[src/rtl/pc_fetch_ctrl_pkg.sv]
// Shared definitions for the fetch sequencer: NPC op codes and FSM states.
package pc_fetch_ctrl_pkg;

  // Next-PC unit op codes, shared with the external NPC unit.
  localparam logic [1:0] NPC_PLUS4  = 2'b00;
  localparam logic [1:0] NPC_BRANCH = 2'b01;
  localparam logic [1:0] NPC_JUMP   = 2'b10;
  localparam logic [1:0] NPC_RIG    = 2'b11;

  typedef enum logic [2:0] {
    S_IDLE,
    S_REQ,
    S_WAIT,
    S_PRESENT,
    S_HALT
  } fetch_state_e;

  // Instruction addresses must be word aligned.
  function automatic logic is_misaligned(input logic [31:0] addr);
    return addr[1:0] != 2'b00;
  endfunction

endpackage

[src/rtl/pc_fetch_ctrl.sv]
// Fetch sequencer: owns the architectural PC, issues one imem request at a
// time, presents the fetched word to decode and loads the next PC from the
// external NPC unit when decode consumes the instruction.
module pc_fetch_ctrl
  import pc_fetch_ctrl_pkg::*;
#(
  parameter logic [31:0] RESET_PC = 32'h0000_3000,
  parameter int unsigned CNT_W    = 32
) (
  input  logic             clk,
  input  logic             rstn,
  input  logic             fetch_en,
  output logic             imem_req,
  output logic [31:0]      imem_addr,
  input  logic             imem_gnt,
  input  logic             imem_rvalid,
  input  logic [31:0]      imem_rdata,
  output logic             instr_valid,
  output logic [31:0]      instr,
  output logic [31:0]      instr_pc,
  input  logic             instr_ready,
  input  logic             redir_valid,
  input  logic [1:0]       redir_op,
  output logic [31:0]      npc_pc,
  output logic [1:0]       npc_op,
  input  logic [31:0]      npc_in,
  output logic             misalign_err,
  output logic [CNT_W-1:0] fetch_cnt
);

  fetch_state_e     state_q, state_d;
  logic [31:0]      pc_q;
  logic [31:0]      instr_q;
  logic             err_q;
  logic [CNT_W-1:0] cnt_q;

  logic             consume;
  logic             pc_load;
  logic             err_set;
  logic             instr_load;

  // Next-state, NPC op selection and register-update strobes.
  always_comb begin
    state_d    = state_q;
    imem_req   = 1'b0;
    instr_valid = 1'b0;
    npc_op     = NPC_PLUS4;
    consume    = 1'b0;
    pc_load    = 1'b0;
    err_set    = 1'b0;
    instr_load = 1'b0;

    unique case (state_q)
      S_IDLE: begin
        if (fetch_en) state_d = S_REQ;
      end
      S_REQ: begin
        imem_req = 1'b1;
        // A grant in the same cycle as fetch_en dropping still commits the fetch.
        if (imem_gnt)       state_d = S_WAIT;
        else if (!fetch_en) state_d = S_IDLE;
      end
      S_WAIT: begin
        if (imem_rvalid) begin
          instr_load = 1'b1;
          state_d    = S_PRESENT;
        end
      end
      S_PRESENT: begin
        instr_valid = 1'b1;
        if (instr_ready) begin
          consume = 1'b1;
          if (redir_valid) npc_op = redir_op;
          if (is_misaligned(npc_in)) begin
            err_set = 1'b1;
            state_d = S_HALT;
          end else begin
            pc_load = 1'b1;
            state_d = fetch_en ? S_REQ : S_IDLE;
          end
        end
      end
      S_HALT: begin
        state_d = S_HALT;
      end
      default: state_d = S_IDLE;
    endcase
  end

  // State, PC, instruction, error flag and retire counter registers.
  always_ff @(posedge clk or negedge rstn) begin
    if (!rstn) begin
      state_q <= S_IDLE;
      pc_q    <= RESET_PC;
      instr_q <= '0;
      err_q   <= 1'b0;
      cnt_q   <= '0;
    end else begin
      state_q <= state_d;
      if (pc_load)    pc_q    <= npc_in;
      if (instr_load) instr_q <= imem_rdata;
      if (err_set)    err_q   <= 1'b1;
      if (consume)    cnt_q   <= cnt_q + CNT_W'(1);
    end
  end

  assign imem_addr    = pc_q;
  assign instr        = instr_q;
  assign instr_pc     = pc_q;
  assign npc_pc       = pc_q;
  assign misalign_err = err_q;
  assign fetch_cnt    = cnt_q;

endmodule

[config.mk]
export PLATFORM = sky130hd
export DESIGN_NAME = pc_fetch_ctrl
export DESIGN_NICKNAME = d
export VERILOG_FILES = /design/src/rtl/pc_fetch_ctrl_pkg.sv /design/src/rtl/pc_fetch_ctrl.sv
export SDC_FILE = /design/constraint.sdc
export NUM_CORES = 1
export LEC_CHECK = 0
export CAP_MARGIN = 20
export CORE_ASPECT_RATIO = 1.4
export CORE_MARGIN = 5
export CORE_UTILIZATION = 40
export CTS_CLUSTER_DIAMETER = 80
export DETAILED_ROUTE_END_ITERATION = 10
export GPL_TIMING_DRIVEN = 0
export PLACE_DENSITY = 0.81
export SETUP_SLACK_MARGIN = 0.02
export SLEW_MARGIN = 5
export SYNTH_ARGS = -nofsm -noshare
export SYNTH_HDL_FRONTEND = slang
export SYNTH_SLANG_ARGS = --single-unit
export TNS_END_PERCENT = 50
[constraint.sdc]
create_clock -name clk -period 2.44 [get_ports clk]
set_input_delay 0.366 -clock clk [delete_from_list [all_inputs] [get_ports clk]]
set_output_delay 0.366 -clock clk [all_outputs]
set_load 0.02 [all_outputs]
# Yosys cells after proc, flatten, opt, wreduce, memory -nomap -nowiden
# Cells that the tools add are included.
[totals]
reg_bits = 100
input_bits = 73
[op_classes]
addsub = 1
eq_ne = 8
mux = 23
n_reduce_logical = 3
[op_table]
columns = ["cell", "n"]
rows = [
  ["adder 32 x 1 -> 32 bit, second input constant", 1],
  ["2-to-1 mux 3 bit", 6],
  ["case mux 3 bit (5 select lines)", 1],
  ["2-to-1 mux 1 bit", 13],
  ["equality test 3 x 2 -> 1 bit, second input constant", 2],
  ["2-to-1 mux 2 bit", 3],
  ["inequality test 2 bit, second input constant", 3],
  ["AND reduction 4 bit", 1],
  ["equality test 3 x 1 -> 1 bit, second input constant", 1],
  ["equality test 3 bit, second input constant", 1],
  ["zero test 3 bit", 1],
  ["inequality test 3 bit, second input constant", 1],
  ["nonzero test 2 bit", 1],
]

# Depth between registers and ports, before layout
[depth]
word_depth = 4
ltp_mapped = 7
depth_no_buf = 5

# Least setup slack after synthesis
# No wires, ideal clock.
[synth_path]
kind = "register -> register"
from = "register cnt_q[3], in the netlist fetch_cnt[3]"
to = "register cnt_q[29], in the netlist fetch_cnt[29]"
t_arrival_ps = 1907
t_required_ps = 2360
path_slack_ps = 454
path_stages_with_launch = 7
period_less_slack_ps = 1986
path_cell_list = "dfrtp_1 -> nand4_2 -> or4_4 -> buf_6 -> buf_8 -> nor4_2 -> xor2_1"
[synth_between]
elab_chain_cells = 1
[synth_rtl]
columns = ["element", "line_no", "rtl"]
rows = [
  ["start, declared", "pc_fetch_ctrl.sv:35", "logic [CNT_W-1:0] cnt_q;"],
  ["start signal, assigned", "pc_fetch_ctrl.sv:103", "if (consume) cnt_q <= cnt_q + CNT_W'(1);"],
  ["adder 32 x 1 -> 32 bit", "pc_fetch_ctrl.sv:103", ""],
]
# No other way between the ends.
# A chain may end at the register's enable or synchronous reset.

# Worst setup path after layout
[layout_path]
from = "input instr_ready"
to = "output npc_op[1]"
[layout_between]
elab_chain_cells = 2
[layout_rtl]
columns = ["element", "line_no", "rtl"]
rows = [
  ["start, declared", "pc_fetch_ctrl.sv:21", "input logic instr_ready,"],
  ["2-to-1 mux 2 bit", "pc_fetch_ctrl.sv:71", "if (instr_ready) begin"],
  ["2-to-1 mux 2 bit", "pc_fetch_ctrl.sv:53", "unique case (state_q)"],
  ["end, declared", "pc_fetch_ctrl.sv:25", "output logic [1:0] npc_op,"],
]
# No other way between the ends.

==> flow_summary_export.csv <==
group,metric,value,unit
worst_setup_path,critPathArrivalTime,1.97,ns
detailed_routing,drt_pass1_iterations,4,
clock_network,clkTransAtPathRegs,0.07,ns
sta,setup_violations,0,
clock_network,cts.sinks,100,
detailed_routing,routed-via-count,3645,
layout,fill_cells,864,
layout,fin_util,66.6,%
logic_synthesis,ys_warn_count,0,
global_routing,grt_pass1_wl,20500,um
sta,slew_headroom,60.9,%
logic_synthesis,synth_top_flop_cell,"dfrtp_1",
sta,min_period,2.34,ns
clock_network,cts-root-buf,"clkbuf_16",
sta,fin_crit_sh,95.8,%
global_routing,grt_pass1_vias,3811,
global_routing,antenna_found_initial,1,
worst_setup_path,cp.buffers_inverters,2,
logic_synthesis,synth_edf_count,0,
detailed_routing,wl,13100,um
global_routing,grt_max_degree,66,
logic_synthesis,syn-num-nets,442,
worst_setup_path,required,2.07,ns
layout,area_growth,63.2,%
die,chipHeight,137,um
logic_synthesis,synth_cells,368,
sta,tightest_slew,0.587,ns
layout,final_nets,692,
layout,final_cell_mix,"236 x clkdlybuf4s50_1, 98 x dfrtp_1, 66 x buf_4",
worst_setup_path,cp_slowest_cell,"clkdlybuf4s50_1",
detailed_routing,drt_first_iter_violations,59,
layout,drive_gt1_share,26.3,%
detailed_routing,viasPerCell,4.75,
logic_synthesis,syn_avg_cell_area,12.5,sq um
global_routing,grt_overflow,0,
sta,fin_setup_tns,0,ns
layout,multiInputGateArea,1530,sq um
sta,finalHoldViolCount,0,
worst_setup_path,worstSetupPathType,"in2out",
detailed_routing,drc,0,
logic_synthesis,ys_ff_latch,100,
worst_hold_path,hold_class,"reg2reg",
logic_synthesis,async_reset_ff_share,100,%
clock_network,cts_tree,"yes",
clock_network,clkLatencyLatePin,0.33,ns
layout,insertedDiodeCount,0,
logic_synthesis,netlist_area,4600,sq um
placed_design,dp_hpwl,10600,um
power,ir_drop,0.000459,V
detailed_routing,wire_per_inst,17.1,um
worst_setup_path,cpMostUsedCell,"clkdlybuf4s50_1",
run_status,run_status,"complete, no violations",
placed_design,port_buffers,237,
worst_setup_path,crit_chain,"clkdlybuf4s50_1, and4b_2, and3_1, clkdlybuf4s50_1",
sta,setup_slack,0.103,ns
sta,slew_viol_final,0,
detailed_routing,ant_nets,0,
worst_setup_path,critPathMaxFanout,4,
sta,finClkSkew,0.00747,ns
layout,layout_commonest_cell,"clkdlybuf4s50_1",
die,die_area,13800,sq um
worst_setup_path,cp-start-kind,"primary input",
placed_design,gp_congestion,0.841,
worst_setup_path,worstSetupEndpointType,"output pin",
run,drv_cap,0,
clock_network,tritoncts.num_buffers,9,
global_routing,grt.total_usage,18.9,%
logic_synthesis,ys_seq_area_share,54.4,%
layout,regArea,2500,sq um
clock_network,cts.htree.levels,3,
die,rows,46,
placed_design,pre_cts_ws,-0.226,ns
sta,fmax,428,MHz
power,p_leak,3.34,nW
die,core_area,11300,sq um
sta,rsz0062_at_grt,"no",
die,start_util,40.8,%
die,die_x,101,um
power,power.density,1190,nW/um^2
worst_setup_path,reg2reg_slack,0.29,ns
clock_network,cts_buffer_depth,2,
worst_setup_path,max_stage_delay,0.62,ns
layout,stdcell_count,767,
die,io_pins,238,
placed_design,post-place-cells,750,
logic_synthesis,synth.distinct_cells,35,
worst_setup_path,cpLargestDelayFamily,"buffers and inverters",
## routing by layer
| layer | track usage [%] | share of wire [%] | vias to the layer above |
|---|---|---|---|
| met3 | 6.53 | 10 | 24 |
| li1 | - | - | 1693 |
| met2 | 34.5 | 53 | 170 |
| met1 | 20.3 | 35 | 1756 |
| met5 | 0 | 0.084 | - |
| met4 | 5.69 | 1.9 | 2 |
## repair_timing
action	in CTS	in global routing
buffers inserted	1	0
pin swaps	0	0
resized for setup	1	1
setup endpoints to repair	2	1
hold buffers	1	0
hold endpoints to repair	10	0
## final cells by class
type	count	area share (%)
multi-input combinational	185	20.3
sequential	100	33.3
clock inverter	5	0.783
tap	144	2.40
inverter	4	0.200
buffer	78	7.43
timing repair buffer	240	32.1
clock buffer	11	3.36
## power by group
group	switching, mW	total (mW)	internal, mW
Combinational	2.15	4.84	2.68
Clock	0.598	1.45	0.853
Sequential	0.437	2.65	2.21
Total	3.19	8.94	5.75
## through the flow
| step | power [mW] | instance area (sq um) | hold WS (ns) |
|---|---|---|---|
| final | 8.94 | 7510 | 0.465 |
| after global routing | 9.39 | 7510 | 0.479 |
| after CTS | 9.05 | 7510 | 0.470 |
| after detailed placement | 7.58 | 7180 | 0.360 |
| after global placement | 7.43 | 7160 | 0.459 |
| after floorplan | 5.15 | 4600 | 0.0704 |
## sequential cells by signal (all words and copies together) (netlist names)
signal and flops:
fetch_cnt 32, imem_addr 32, instr 32, state_q 3
misalign_err 1
## logic make-up after synthesis
group,share of synthesized area (%)
AOI/OAI and AO/OA,0.489
xor gates and xnor gates,5.90
adders and majority gates,0.272
buffers and inverters,12.5
DFF,54.4
muxes,15.2
and+or+nand+nor,11.2
## synth_stat cells, types with 4 or more instances
cell / number / area (sq um)
dfrtp_1: 98 / 2450
buf_4: 64 / 480
mux2_2: 62 / 698
xor2_1: 20 / 175
nand2_1: 19 / 71.3
nor2_1: 11 / 41.3
xnor2_1: 11 / 96.3
nand3_1: 9 / 45.0
nand4_1: 9 / 56.3
nor4_1: 9 / 56.3
nor3_1: 7 / 35.0
buf_2: 5 / 25.0
buf_1: 4 / 15.0
clkbuf_1: 4 / 15.0
inv_1: 4 / 15.0
## final timing paths
kind | start | endpoint | cells past startpoint
setup / recovery | instr_ready | npc_op[1] | 4
hold / removal | fetch_cnt[31] | fetch_cnt[31] | 1
setup reg to reg | state_q[1] | fetch_cnt[15] | 7
hold reg to reg | fetch_cnt[31] | fetch_cnt[31] | 1
max in group asynchronous | rstn | instr[22] | 3
min in group asynchronous | rstn | fetch_cnt[13] | 2
Power figures use the tool's default switching activity.
